`config.mk`:
```
export PLATFORM = sky130hd
export DESIGN_NAME = ex_muldiv
export DESIGN_NICKNAME = d
export VERILOG_FILES = /design/src/rtl/ex_muldiv.sv
export SDC_FILE = /design/constraint.sdc
export NUM_CORES = 1
export LEC_CHECK = 0
export CAP_MARGIN = 40
export CORE_MARGIN = 8
export CORE_UTILIZATION = 30
export DETAILED_ROUTE_END_ITERATION = 6
export SLEW_MARGIN = 20
export SYNTH_ARGS = -nofsm -noshare
export SYNTH_HDL_FRONTEND = slang
export SYNTH_SLANG_ARGS = --single-unit
```
`constraint.sdc`:
```
create_clock -name clk -period 3.4 [get_ports clk]
set_input_delay 0.68 -clock clk [delete_from_list [all_inputs] [get_ports clk]]
set_output_delay 0.68 -clock clk [all_outputs]
set_load 0.02 [all_outputs]
```
`src/rtl/ex_muldiv.sv`:
```
// EX-stage HI/LO multiply/divide unit: MULT/MULTU/DIV/DIVU iterative (32 CALC + 1 FIX), MTHI/MTLO direct.
// Latency: iterative ops show hi/lo/done 33 edges after accept; MTHI/MTLO 1 edge; fast multiply 1 edge.
// Backpressure: stall_req = busy & (start | mf_req); requests while busy wait for DONE. Option: MULDIV_FAST_MUL_EN.
module ex_muldiv (
  input  logic        clk,
  input  logic        rst,
  input  logic        start,
  input  logic [2:0]  op,
  input  logic [31:0] rs_val,
  input  logic [31:0] rt_val,
  input  logic        mf_req,
  output logic [31:0] hi,
  output logic [31:0] lo,
  output logic        busy,
  output logic        done,
  output logic        stall_req
);

  localparam logic [2:0] OP_MULT  = 3'd0;
  localparam logic [2:0] OP_MULTU = 3'd1;
  localparam logic [2:0] OP_DIV   = 3'd2;
  localparam logic [2:0] OP_DIVU  = 3'd3;
  localparam logic [2:0] OP_MTHI  = 3'd4;
  localparam logic [2:0] OP_MTLO  = 3'd5;

  typedef enum logic [1:0] {IDLE, CALC, FIX, DONE} state_t;

  state_t      state;
  logic [5:0]  cnt;
  logic [31:0] opa;      // multiplicand / dividend magnitude
  logic [31:0] opb;      // multiplier / divisor magnitude
  logic [63:0] acc;      // mul: {partial product, multiplier}; div: {remainder, quotient}
  logic        is_div;
  logic        neg_q;    // negate product or quotient in FIX
  logic        neg_r;    // negate remainder in FIX

  // Operand sign handling: signed ops work on magnitudes, signs are fixed up afterwards.
  logic        signed_op;
  logic        rs_neg;
  logic        rt_neg;
  logic [31:0] rs_mag;
  logic [31:0] rt_mag;

  assign signed_op = (op == OP_MULT) || (op == OP_DIV);
  assign rs_neg    = signed_op & rs_val[31];
  assign rt_neg    = signed_op & rt_val[31];
  assign rs_mag    = rs_neg ? (~rs_val + 32'd1) : rs_val;
  assign rt_mag    = rt_neg ? (~rt_val + 32'd1) : rt_val;

  // One shift-add step: add multiplicand when the current multiplier bit is set, then shift right.
  logic [32:0] mul_sum;
  logic [63:0] mul_next;
  assign mul_sum  = {1'b0, acc[63:32]} + (acc[0] ? {1'b0, opa} : 33'd0);
  assign mul_next = {mul_sum, acc[31:1]};

  // One restoring step: shift in the next dividend bit, subtract divisor if it fits.
  // 34-bit difference so a zero divisor never reports a false borrow (quotient becomes all ones,
  // remainder collects the dividend).
  logic [33:0] div_diff;
  logic [63:0] div_next;
  assign div_diff = {1'b0, acc[63:31]} - {2'b00, opb};
  assign div_next = div_diff[33] ? {acc[62:0], 1'b0}
                                 : {div_diff[31:0], acc[30:0], 1'b1};

  // Sign correction applied in FIX.
  logic [63:0] prod_fix;
  logic [31:0] quo_fix;
  logic [31:0] rem_fix;
  assign prod_fix = neg_q ? (~acc + 64'd1) : acc;
  assign quo_fix  = neg_q ? (~acc[31:0] + 32'd1) : acc[31:0];
  assign rem_fix  = neg_r ? (~acc[63:32] + 32'd1) : acc[63:32];

`ifdef MULDIV_FAST_MUL_EN
  // Single-cycle product from sign- or zero-extended operands; low 64 bits are exact for both.
  logic [63:0] fast_prod;
  assign fast_prod = {{32{rs_neg}}, rs_val} * {{32{rt_neg}}, rt_val};
`endif

  // Hazard request: only while an iterative op is running.
  assign stall_req = busy & (start | mf_req);

  // Main FSM: accepts requests in IDLE/DONE, iterates in CALC, fixes signs in FIX, writes HI/LO.
  always_ff @(posedge clk or negedge rst) begin
    if (!rst) begin
      state  <= IDLE;
      cnt    <= 6'd0;
      opa    <= 32'd0;
      opb    <= 32'd0;
      acc    <= 64'd0;
      is_div <= 1'b0;
      neg_q  <= 1'b0;
      neg_r  <= 1'b0;
      hi     <= 32'd0;
      lo     <= 32'd0;
      busy   <= 1'b0;
      done   <= 1'b0;
    end else begin
      case (state)
        IDLE, DONE: begin
          // DONE lasts one cycle; a request held during the stall is taken here.
          state <= IDLE;
          done  <= 1'b0;
          busy  <= 1'b0;
          if (start) begin
            case (op)
              OP_MULT, OP_MULTU: begin
`ifdef MULDIV_FAST_MUL_EN
                hi    <= fast_prod[63:32];
                lo    <= fast_prod[31:0];
                state <= DONE;
                done  <= 1'b1;
`else
                opa    <= rs_mag;
                opb    <= rt_mag;
                acc    <= {32'd0, rt_mag};
                is_div <= 1'b0;
                neg_q  <= rs_neg ^ rt_neg;
                neg_r  <= 1'b0;
                cnt    <= 6'd0;
                state  <= CALC;
                busy   <= 1'b1;
`endif
              end
              OP_DIV, OP_DIVU: begin
                opa    <= rs_mag;
                opb    <= rt_mag;
                acc    <= {32'd0, rs_mag};
                is_div <= 1'b1;
                // Divide by zero keeps the all-ones quotient unsigned-looking.
                neg_q  <= (rs_neg ^ rt_neg) & (rt_val != 32'd0);
                neg_r  <= rs_neg;
                cnt    <= 6'd0;
                state  <= CALC;
                busy   <= 1'b1;
              end
              OP_MTHI: hi <= rs_val;
              OP_MTLO: lo <= rs_val;
              default: ;
            endcase
          end
        end
        CALC: begin
          acc <= is_div ? div_next : mul_next;
          if (cnt == 6'd31) begin
            cnt   <= 6'd0;
            state <= FIX;
          end else begin
            cnt <= cnt + 6'd1;
          end
        end
        FIX: begin
          if (is_div) begin
            lo <= quo_fix;
            hi <= rem_fix;
          end else begin
            hi <= prod_fix[63:32];
            lo <= prod_fix[31:0];
          end
          state <= DONE;
          busy  <= 1'b0;
          done  <= 1'b1;
        end
        default: state <= IDLE;
      endcase
    end
  end

endmodule

```
==> metrics.yaml <==
timing:
  grt_setup_unrepaired: "true"
  min_period_over_period: 0.962
  tightest_slew_ns: 0.713
  slew_viol_final: 0
  max_freq_mhz: 306
  skew_ns: 0.0148
  hold_ws_ns: 0.474
  hold_violations: 0
  slew_headroom: 0.525
  fin_crit_ns: 3.27
  setup_viol: 0
  tns_ns: 0
synthesis:
  synthMuxAreaShare: 0.0563
  yosysWarnings: 0
  synth_most_common_cell: "o21ai_0"
  synth-compound-area-share: 0.250
  synth-seq-area-share: 0.318
  synth_area_sq_um: 16100
  synth_common_cells: "o21ai_0, dfrtp_1, nand2_1"
  ys.flop_type: "dfrtp_1"
  synthCells: 1974
  synthAdderAreaFrac: 0.0583
  syn_nets: 2119
  synthTopCellsByArea: "dfrtp_1, o21ai_0, ha_1"
  synthArstFlopShare: 1.00
  synth_simple_gate_area_share: 0.185
  yosysUniqueCellTypes: 76
  yosysTopAreaCell: "dfrtp_1"
  synth_edf_count: 0
  synth_xor_area_frac: 0.0885
  synth.top_cell.area_share: 0.318
  avgSynthCellArea_sq_um: 8.17
  synth_top_family_by_area: "compound AO/OA/AOI/OAI gates"
  ys_ff_latch: 205
clock_network:
  cts_tree: "built"
  clk_path_buf_depth: 3
  clock-sinks: 205
  cts.root.buffer_cell: "clkbuf_16"
  clkTransAtPathRegs_ns: 0.06
  cts_buffers: 26
  insertion_delay_ns: 0.56
  cts_max_level: 1
worst_setup_path:
  r2r-end: "acc[60]"
  timing.rr.start: "acc[0]"
  rrSetupSlack_ns: 0.13
  startpoint_type: "flop"
  end_kind: "flop"
  cp.arrival_ns: 3.69
  required_ns: 3.82
  reg2reg_depth: 12
  cp_max_fo: 7
  worst-setup-path-type: "reg2reg"
detailed_routing:
  num_vias: 16397
  first_pass_iters: 6
  ant_nets: 0
  drtIter0Drc: 1371
  postRouteWirelength_mm: 67.3
  remaining_drc_errors: 0
  vias_per_cell: 5.51
  wl_per_cell_um: 22.6
die:
  dieArea_sq_um: 61400
  core_area_sq_um: 53500
  die_x_um: 248
  start_util: 0.302
  rows: 85
  io_pins: 138
  die_h_um: 248
power_and_ir_drop:
  power_density_nw_per_um2: 1100
  total_leakage_power_nw: 9.13
  peakVddDrop_mv: 0.496
min_path:
  whs_endpoint: "lo[7]"
  min-delay-start: "lo[7]"
  hold_class: "reg2reg"
  hold_depth: 1
grt:
  grt_pass1_wl_mm: 101
  grt-ovfl-total: 0
  antenna_found_initial: 2
  grt_util_all_layers: 0.214
  grt_max_degree: 115
  first_global_vias: 16065
outcome:
  outcome: "finished clean"
placement:
  place_area_sq_um: 19800
  post-dp-hpwl_mm: 54.7
  numPortBuffers: 137
  place_congestion: 0.978
finish:
  final_area_sq_um: 20700
  fin_nets: 2404
  area_growth_syn_to_layout_pct: 28.4
  fill_cells: 5425
  drive_gt1_frac: 0.162
flow_run:
  max_cap_violations: 0
## cells by family (layout without fill, tap and decap cells)
family / count (synthesis) / after routing
AO/OA/AOI/OAI: 651 / 651
XOR/XNOR: 163 / 163
adder cells (fa/ha/maj): 74 / 74
buffers and inverters: 174 / 478
flip-flops: 205 / 205
multiplexers: 84 / 84
other: 0 / 1
AND/OR/NAND/NOR: 623 / 623
## report_power, final
| group | switching [mW] | total [mW] | internal, mW | leakage (nW) |
|---|---|---|---|---|
| clock network | 1.16 | 2.74 | 1.58 | 0.397 |
| logic | 8.87 | 15.1 | 6.25 | 6.19 |
| registers | 1.22 | 4.84 | 3.62 | 2.54 |
| total | 11.3 | 22.7 | 11.5 | 9.13 |
## state kept, by name, indices dropped and copies added, names as in the netlist
register  flops
opb          32
busy          1
neg_q         1
done          1
lo           32
opa          32
neg_r         1
acc          64
is_div        1
state         2
cnt           6
hi           32
## layer usage
metal | vias to the layer above | routed length (um) | global-route usage | share of wire
met5 | - | 12 | 0 | 0.00018
met4 | 2 | 2930 | 0.0832 | 0.043
met3 | 134 | 4730 | 0.0469 | 0.070
met2 | 555 | 31300 | 0.350 | 0.46
met1 | 8011 | 28400 | 0.274 | 0.42
li1 | 7695 | - | - | -
## through the flow
step	worst slack, ns	power (mW)	utilization	std cells
after floorplan	0.0425	13.9	-	1974
after global placement	-0.140	19.4	0.369	2920
after detailed placement	-0.114	19.6	0.369	2922
after CTS	0.0336	22.4	0.385	2970
after global routing	-0.0427	24.3	0.387	2974
final	0.128	22.7	0.387	2975
## cells in the final DEF, fill, tap and decap left out, types with 8 or more instances in the layout
cell type,synthesis,routed
or3_1,20,20
o31ai_1,30,29
or4_1,9,9
or2_2,8,8
ha_1,72,70
a221oi_1,12,11
and2_1,42,42
o211ai_1,11,11
a21oi_1,173,170
o41ai_1,8,8
clkbuf_16,0,26
clkdlybuf4s50_1,0,136
nand3_1,27,27
nor4_1,22,20
a211oi_1,51,48
nor2b_1,19,19
nor3_1,40,40
buf_4,0,219
dfrtp_1,205,203
nand2b_1,17,16
mux2_2,54,54
buf_12,0,9
a31oi_1,17,16
inv_1,62,62
mux2i_1,30,30
clkbuf_1,95,9
o21ai_0,213,210
xor2_1,84,84
xnor2_1,79,78
nand2_1,203,203
o21a_1,13,12
a21o_1,45,45
nor2_1,171,171
a22oi_1,8,8
## worst max-delay path, stage by stage (launching register included)
cell and delay [ns]:
dfrtp_2 0.44, buf_4 0.16, and2_1 0.13, ha_1 0.32, o21ai_0 0.21, nor2_1 0.08
or4b_4 0.54, a211o_1 0.33, a21o_1 0.21, a31oi_4 0.19, nor4b_1 0.08, a211oi_1 0.30
o311ai_1 0.14
## timing repair
item | 4_1_cts | 5_1_grt
hold buffers | 1 | 0
resized for setup | 2 | 19
hold endpoints to repair | 11 | 0
pin swaps | 0 | 5
buffers inserted | 0 | 3
setup endpoints to repair | 2 | 19
## layout make-up
cell class                      count  area, sq um  area share
Sequential cell                   205         5130       0.248
Antenna cell                        1         2.50    0.000121
Clock buffer                       39          739      0.0357
Inverter                           63          236      0.0114
Timing Repair Buffer              368         3240       0.157
Multi-Input combinational cell   1595        10400       0.502
Tap cell                          696          871      0.0420
Clock inverter                      8         85.1     0.00411
## worst max-delay path by stage
| stage | start | end | slack [ns] |
|---|---|---|---|
| global placement | rs_val[21] | acc[29] | -0.14 |
| CTS | acc[0] | acc[60] | 0.03 |
| finish | acc[0] | acc[60] | 0.13 |
| floorplan | acc[0] | acc[62] | 0.04 |
| detailed placement | rs_val[1] | acc[14] | -0.11 |
| global route | acc[0] | acc[60] | -0.04 |
(Power assumes the default switching activity.)
